===== src/rtl/dmem_controller.sv =====
// Data-memory controller: turns byte/half/word loads and stores into word-wide
// accesses on a backing port without byte enables (sub-word stores use read-modify-write).
module dmem_controller #(
    parameter int XLEN   = 32,
    parameter int ADDR_W = 32
) (
    input  logic              clk,
    input  logic              reset,
    input  logic              dreq_valid,
    output logic              dreq_ready,
    input  logic              dreq_wen,
    input  logic [ADDR_W-1:0] dreq_addr,
    input  logic [XLEN-1:0]   dreq_wdata,
    input  logic [1:0]        dreq_wmask,
    output logic              dresp_valid,
    output logic [XLEN-1:0]   dresp_rdata,
    output logic              dresp_err,
    output logic              store_fault,
    output logic              mem_req_valid,
    input  logic              mem_req_ready,
    output logic              mem_req_wen,
    output logic [ADDR_W-1:0] mem_req_addr,
    output logic [XLEN-1:0]   mem_req_wdata,
    input  logic              mem_resp_valid,
    input  logic [XLEN-1:0]   mem_resp_rdata
);
    localparam int SHW = $clog2(XLEN);

    typedef enum logic [2:0] {IDLE, RD_REQ, RD_WAIT, WR_REQ, RESP} state_t;

    typedef struct packed {
        logic              wen;
        logic [1:0]        size;
        logic [ADDR_W-1:0] addr;
        logic [XLEN-1:0]   wdata;
    } req_t;

    state_t          state, state_nx;
    req_t            req_q;
    logic [XLEN-1:0] wbuf_q;
    logic [XLEN-1:0] rdata_q;
    logic            err_q;
    logic            fault_q;
    logic            ready_q;

    logic            accept;
    logic            aligned_in;
    logic [SHW-1:0]  shamt;
    logic [XLEN-1:0] lane_mask;
    logic [XLEN-1:0] load_word;
    logic [XLEN-1:0] merged;

    assign accept = dreq_valid && ready_q;

    always_comb begin
        case (dreq_wmask)
            2'd0:    aligned_in = 1'b1;
            2'd1:    aligned_in = ~dreq_addr[0];
            default: aligned_in = (dreq_addr[1:0] == 2'b00);
        endcase
    end

    // Byte offset scaled to bits; size 3 behaves as a full word.
    assign shamt = SHW'({req_q.addr[1:0], 3'b000});

    always_comb begin
        case (req_q.size)
            2'd0:    lane_mask = XLEN'(8'hFF);
            2'd1:    lane_mask = XLEN'(16'hFFFF);
            default: lane_mask = '1;
        endcase
    end

    assign load_word = (mem_resp_rdata >> shamt) & lane_mask;
    assign merged    = (mem_resp_rdata & ~(lane_mask << shamt))
                     | ((req_q.wdata & lane_mask) << shamt);

    always_comb begin
        state_nx = state;
        case (state)
            IDLE: begin
                if (accept) begin
                    if (!aligned_in)
                        state_nx = dreq_wen ? IDLE : RESP;
                    else if (dreq_wen && dreq_wmask[1])
                        state_nx = WR_REQ;
                    else
                        state_nx = RD_REQ;
                end
            end
            RD_REQ:  if (mem_req_ready) state_nx = RD_WAIT;
            RD_WAIT: if (mem_resp_valid) state_nx = req_q.wen ? WR_REQ : RESP;
            WR_REQ:  if (mem_req_ready) state_nx = IDLE;
            RESP:    state_nx = IDLE;
            default: state_nx = IDLE;
        endcase
    end

    always_ff @(posedge clk) begin
        if (reset) begin
            state   <= IDLE;
            req_q   <= '0;
            wbuf_q  <= '0;
            rdata_q <= '0;
            err_q   <= 1'b0;
            fault_q <= 1'b0;
            ready_q <= 1'b1;
        end else begin
            state   <= state_nx;
            ready_q <= (state_nx == IDLE);
            fault_q <= accept && dreq_wen && !aligned_in;
            if (accept) begin
                req_q <= '{wen: dreq_wen, size: dreq_wmask, addr: dreq_addr, wdata: dreq_wdata};
                if (dreq_wen && dreq_wmask[1])
                    wbuf_q <= dreq_wdata;
                if (!dreq_wen && !aligned_in) begin
                    rdata_q <= '0;
                    err_q   <= 1'b1;
                end
            end
            if (state == RD_WAIT && mem_resp_valid) begin
                if (req_q.wen) begin
                    wbuf_q <= merged;
                end else begin
                    rdata_q <= load_word;
                    err_q   <= 1'b0;
                end
            end
        end
    end

    assign dreq_ready    = ready_q;
    assign dresp_valid   = (state == RESP);
    assign dresp_rdata   = rdata_q;
    assign dresp_err     = err_q;
    assign store_fault   = fault_q;
    assign mem_req_valid = (state == RD_REQ) || (state == WR_REQ);
    assign mem_req_wen   = (state == WR_REQ);
    assign mem_req_addr  = {req_q.addr[ADDR_W-1:2], 2'b00};
    assign mem_req_wdata = wbuf_q;

endmodule


===== config.mk =====
export PLATFORM = sky130hd
export DESIGN_NAME = dmem_controller
export DESIGN_NICKNAME = d
export VERILOG_FILES = /design/src/rtl/dmem_controller.sv
export SDC_FILE = /design/constraint.sdc
export NUM_CORES = 1
export LEC_CHECK = 0
export CELL_PAD_IN_SITES_DETAIL_PLACEMENT = 0
export CELL_PAD_IN_SITES_GLOBAL_PLACEMENT = 1
export CORE_UTILIZATION = 50
export DETAILED_ROUTE_END_ITERATION = 10
export DONT_BUFFER_PORTS = 1
export PLACE_DENSITY_LB_ADDON = 0.25
export SYNTH_ARGS = -nofsm -noshare
export SYNTH_HDL_FRONTEND = slang
export SYNTH_SLANG_ARGS = --single-unit
export TNS_END_PERCENT = 30

===== constraint.sdc =====
create_clock -name clk -period 2.55 [get_ports clk]
set_clock_uncertainty 0.15 [all_clocks]
set_input_delay 0.51 -clock clk [delete_from_list [all_inputs] [get_ports clk]]
set_output_delay 0.51 -clock clk [all_outputs]
set_load 0.05 [all_outputs]

==> results of run 1 <==
==> report_power, final <==
| group | switching (mW) | internal [mW] |
|---|---|---|
| Sequential | 0.325 | 2.26 |
| Clock | 0.934 | 1.57 |
| Combinational | 0.403 | 0.209 |
| Total | 1.66 | 4.03 |
==> routing by layer <==
metal	vias to the layer above	wire length [um]	GRT usage
met1	2761	8750	0.391
met2	269	8910	0.416
met4	0	349	0.0954
met5	-	0	0
met3	23	1920	0.0911
li1	2682	-	-
==> flip-flops by register name (all words and copies together), names as in the netlist <==
| signal | cells |
|---|---|
| req_q | 37 |
| dresp_rdata | 32 |
| mem_req_wdata | 32 |
| mem_req_addr | 30 |
| state | 3 |
| dreq_ready | 1 |
| dresp_err | 1 |
| store_fault | 1 |
==> cells in the mapped netlist, types with 9 or more instances <==
cell type | count | area [um^2]
o21ai_0 | 9 | 45.0
buf_4 | 35 | 263
mux2i_1 | 40 | 400
nor2_1 | 33 | 124
nand3b_1 | 10 | 75.1
nand2_1 | 208 | 781
nand3_1 | 9 | 45.0
mux2_2 | 9 | 101
clkbuf_1 | 30 | 113
buf_2 | 24 | 120
a32oi_1 | 25 | 219
a211oi_1 | 24 | 180
nor2b_1 | 12 | 75.1
a21oi_1 | 85 | 425
a311oi_1 | 19 | 166
dfxtp_1 | 137 | 2740
==> logic make-up (layout without fill, tap and decap cells) <==
| group | Yosys count | after routing | synth area share |
|---|---|---|---|
| simple gates | 291 | 291 | 0.188 |
| compound gates | 213 | 213 | 0.232 |
| flops | 137 | 137 | 0.410 |
| buf+inv | 106 | 56 | 0.0930 |
| mux | 49 | 49 | 0.0750 |
| other cells | 1 | 2 | 0.000561 |
| xor+xnor | 1 | 1 | 0.00131 |
==> through the flow <==
stage               setup WS, ns  instance area [um^2]  hold slack, ns
floorplan                  0.187                  6690           0.286
global placement           0.426                  6460           0.286
detailed placement         0.308                  6460           0.299
CTS                        0.298                  7080        0.000607
global route               0.102                  7090        -0.00240
finish                     0.275                  7090          0.0242
==> worst max-delay path, cell delays in order (launching register included) <==
cell and delay [ns]:
dfxtp_2 0.32, nor2_1 0.98, and4bb_2 0.53, a32oi_1 0.08, nor2_1 0.13
==> cell type report <==
class	count	share of cell area
clock buffer	22	0.0697
clock inverter	10	0.0164
inverter	3	0.00159
multi-input combinational	556	0.470
sequential	137	0.387
tap	172	0.0303
timing repair buffer	21	0.0247
==> final timing paths <==
path,slack (ns),end,depth (start not counted)
worst max-delay path,0.28,dresp_rdata[30],4
worst min-delay path,0.02,req_q[0],1
worst max register to register,0.28,dresp_rdata[30],4
worst min register to register,0.31,req_q[31],2
==> timing repair <==
action	CTS	global route
hold buffers	1	1
endpoints found under the setup margin	0	0
hold endpoints to repair	21	3
==> results.md, run 1 <==
- Status: finished clean
- Fmax: 0.440 GHz
- Inst Count DP: ~890
- Ant. Diodes: 0
- IO Pins: slightly above 200
- Ys flop type: dfxtp_1
- Setup crit start: req_q[32]
- Commonest cells after routing, fill and taps aside: nand2_1, dfxtp_1, a21oi_1
- Final period utilization: 0.892
- PortBufs: 0
- Commonest non-fill, non-tap cell in the layout: nand2_1
- Die H: 118 um
- FF+latch count, synth: 137
- Largest net degree at the start of global routing: 118
- Fin cells: 921
- Synth cell types: 45
- Root buffer cell: clkbuf_16
- Crit Reg-Reg Startpoint: req_q[32]
- Pin slew with the least headroom to its limit: around 1.3 ns
- Number of synthesized flops with an enable pin: 0
- Initial core utilization: 0.522
- CTS max path bufs: 2
- Pins Over Slew Limit: 0
- TritonRoute pass-1 iters: 5
- Core footprint: 12,800 um^2
- # clock sinks: 137
- Max Fanout on Critical Path: 17
- Post CTS Setup Buffer Count: 0
- Vias: 5,735
- # DRC: 0
- Initial antenna violation count: 0
- Gr usage total: 0.284
- Max VDD drop: 469 uV
- Num CTS Buffers: 17
- Post-Route WL: approximately 20 mm
- First-pass GRT wire length: slightly above 30 mm
- Post-Syn Area per Cell: 8.38 um^2
- Via/cell ratio: 6.23
- Layout area overhead: 6.04%
- Vias in the first global route: roughly 5,400
- Slew Limit Headroom: 0.125
- Multi-input gate area: about 3300 um^2
- WP data arrival: ~2.5 ns
- CTS tree: yes
- Row count: 41
- Setup TNS: 0 ns
- Resized Gates After CTS: 0
- Total grt overflow: 0
- Worst EP required: 2.75 ns
- Hold Crit Start: reset
- Syn. warnings: 0
- Worst hold path type: input port to flip-flop
- RSZ-0062 raised after global routing: false
- Max Cap Violations: 0
- GP Congestion: 0.890
- Reg clk slew, reported paths: ~0.06 ns
- Final critical-path required period: 2.27 ns
- Gate count of the mapped netlist: 798
- Depth of the CTS H-tree: 4
- Starting DRT DRC Count: 466
- Core Util, Final: 0.553
- CP endpoint kind: flip-flop
- Final ANT Viol Nets: 0
- Detailed Place HPWL: 13.6 mm
- Per-cell routed wire length: around 22 um
- Final hold violation count: 0
- Async set-reset flop share out of synthesis: 0
- Seq/Total Area, Yosys: 0.410
- Fraction of layout cells with a size suffix above 1: 0.113
- WS Path Type: flip-flop to flip-flop
- Mapped cell area: 6690 um^2
- Startpoint types: flip-flop
- Overall power: 5.70 mW
- Full die area: 13,800 um^2
- Power per standard cell area: 803 nW/um^2
- Skew-Pair Late Insertion Delay: 0.42 ns
- Layout Nets: 840
- # setup viols final: 0
- Sequential Area: ~2700 um^2
- Fill cells: 1,219
- Leakage power: 2.42 nW
- Die Wd: 118 um
(Power assumes the default switching activity.)
==> run 2, diff against run 1 <==
--- a/config.mk
+++ b/config.mk
@@ -5,11 +5,11 @@
 export SDC_FILE = /design/constraint.sdc
 export NUM_CORES = 1
 export LEC_CHECK = 0
+export ABC_CLOCK_PERIOD_IN_PS = 2550
 export CELL_PAD_IN_SITES_DETAIL_PLACEMENT = 0
 export CELL_PAD_IN_SITES_GLOBAL_PLACEMENT = 1
-export CORE_UTILIZATION = 50
+export CORE_UTILIZATION = 37
 export DETAILED_ROUTE_END_ITERATION = 10
-export DONT_BUFFER_PORTS = 1
 export PLACE_DENSITY_LB_ADDON = 0.25
 export SYNTH_ARGS = -nofsm -noshare
 export SYNTH_HDL_FRONTEND = slang
==> results.md, run 2 (synthesis results as in run 1) <==
- Layout area overhead: 38.6%
- R2R depth: 4
- Initial core utilization: 0.383
- # DRC: 0
- Commonest non-fill, non-tap cell in the layout: nand2_1
- Full die area: 18,600 um^2
- R2R setup slack: just over 0.3 ns
- Ant. Diodes: 0
- PortBufs: 203
- Via/cell ratio: between 5 and 6
- WP data arrival: 1.65 ns
- Sequential Area: 2740 um^2
- Slowest-stage cell, CP: clkdlybuf4s50_1
- Initial antenna violation count: 0
- Fmax: around 0.43 GHz
- Commonest cells after routing, fill and taps aside: nand2_1, clkdlybuf4s50_1, dfxtp_1
- Core footprint: 17,500 um^2
- Detailed Place HPWL: 15.5 mm
- Pin slew with the least headroom to its limit: 1.19 ns
- Die H: about 140 um
- Critical path's largest stage delay: about 0.83 ns
- Setup TNS: 0 ns
- Row count: 48
- Hold WS: 0.302 ns
- GP Congestion: 0.826
- Largest net degree at the start of global routing: 68
- WS Path Type: flip-flop to primary output
- Fill cells: about 1,700
- Max VDD drop: 489 uV
- TritonRoute pass-1 iters: 5
- Layout Nets: 1,046
- Reg with most FFs: req_q
- First-pass GRT wire length: 33.2 mm
- CTS tree: yes
- CP endpoint kind: primary output
- Overall power: roughly 6.3 mW
- Pins Over Slew Limit: 0
- Slew Limit Headroom: 0.205
- Final ANT Viol Nets: 0
- Post-Route WL: 21.9 mm
- Largest delay share family, worst path: buffers and inverters
- Vias in the first global route: 5,813
- Leakage power: 3.23 nW
- Final period utilization: 0.904
- Multi-input gate area: 3330 um^2
- Die Wd: 136 um
- RSZ-0062 raised after global routing: false
- Max Cap Violations: 0
- CP bufs+invs: 1
- Num CTS Buffers: 17
- Root buffer cell: clkbuf_16
- Per-cell routed wire length: about 19 um
- Final critical-path required period: 2.31 ns
- Max reg flops: 37
- IO Pins: 206
- Vias: 6,321
- Skew-Pair Late Insertion Delay: 0.42 ns
- Reg clk slew, reported paths: 0.06 ns
- Hold Crit Start: mem_req_addr[8]
- Total grt overflow: 0
- Starting DRT DRC Count: 475
- Worst R2R End: dresp_rdata[30]
- Hold depth: 2
- Worst Hold End: mem_req_addr[8]
- CTS max path bufs: 2
- CP cell instances: clkdlybuf4s50_1
- Depth of the CTS H-tree: 4
- Worst EP required: 1.89 ns
- Status: finished clean
- # clock sinks: 137
- Fraction of layout cells with a size suffix above 1: 0.0933
- Power per standard cell area: slightly below 700 nW/um^2
- Crit Reg-Reg Startpoint: req_q[32]
- Post CTS Setup Buffer Count: 0
- Max Fanout on Critical Path: 2
- # setup viols final: 0
- Startpoint types: flip-flop
- Hold buffer count at cts: 0
- Worst hold path type: flip-flop to flip-flop
- Gr usage total: 0.236
- Final hold violation count: 0
==> run 2: changes by cell type in the layout (fill, tap and decap cells not counted), sizes merged, moves of 2 or more <==
cell / before / now
clkinvlp: 5 / 3
clkdlybuf4s50: 0 / 199
buf: 19 / 27
bufinv: 2 / 5
clkbuf: 22 / 19
dlygate4sd3: 2 / 0
==> run 2: final cells by class <==
cell class | instances | area share
multi-input combinational | 556 | 0.360
sequential | 137 | 0.296
timing repair buffer | 227 | 0.244
clock buffer | 19 | 0.0467
tap | 225 | 0.0304
clock inverter | 12 | 0.0216
inverter | 3 | 0.00122
==> run 2: report_power, final <==
| part | switching (mW) | internal (mW) |
|---|---|---|
| Combinational | 0.754 | 0.461 |
| Clock | 0.956 | 1.73 |
| Sequential | 0.0978 | 2.26 |
| Total | 1.81 | 4.45 |
==> run 2: per-layer routing <==
layer  track usage  up-vias  part of all wire
met5             0        -                 0
met4        0.0704        0             0.015
met3        0.0570       31             0.072
met2         0.347      222              0.43
met1         0.337     2976              0.48
li1              -     3092                 -
==> run 2: how the worst max path moves through the flow <==
| stage | startpoint | end | depth (start not counted) |
|---|---|---|---|
| after global routing | req_q[32] | dresp_rdata[28] | 4 |
| final | mem_req_wdata[0] | mem_req_wdata[0] | 1 |
| after global placement | dreq_addr[0] | dresp_rdata[30] | 6 |
| after floorplan | state[0] | mem_req_wen | 2 |
| after CTS | dreq_ready | dreq_ready | 1 |
| after detailed placement | mem_resp_valid | mem_req_wdata[30] | 6 |
==> run 2: stage by stage <==
| stage | setup WS, ns | cell area, um^2 | utilization | std cells |
|---|---|---|---|---|
| 2_1_floorplan | 0.187 | 6690 | - | 799 |
| 3_3_place_gp | 0.150 | 8640 | 0.494 | 1148 |
| 3_5_place_dp | 0.143 | 8640 | 0.494 | 1148 |
| 4_1_cts | 0.237 | 9270 | 0.530 | 1179 |
| 5_1_grt | 0.117 | 9270 | 0.530 | 1179 |
| 6_report | 0.244 | 9270 | 0.530 | 1179 |
==> run 2: what timing repair did <==
item                                    CTS  global route
hold endpoints to repair                  0             0
gates resized for setup                   1             0
endpoints found under the setup margin    1             0
==> run 3, diff against run 2 <==
--- a/config.mk
+++ b/config.mk
@@ -14,4 +14,4 @@
 export SYNTH_ARGS = -nofsm -noshare
 export SYNTH_HDL_FRONTEND = slang
 export SYNTH_SLANG_ARGS = --single-unit
-export TNS_END_PERCENT = 30
+export TNS_END_PERCENT = 10
==> results of run 3 <==
The final DEF is identical to that of run 2; final timing and power are the same.
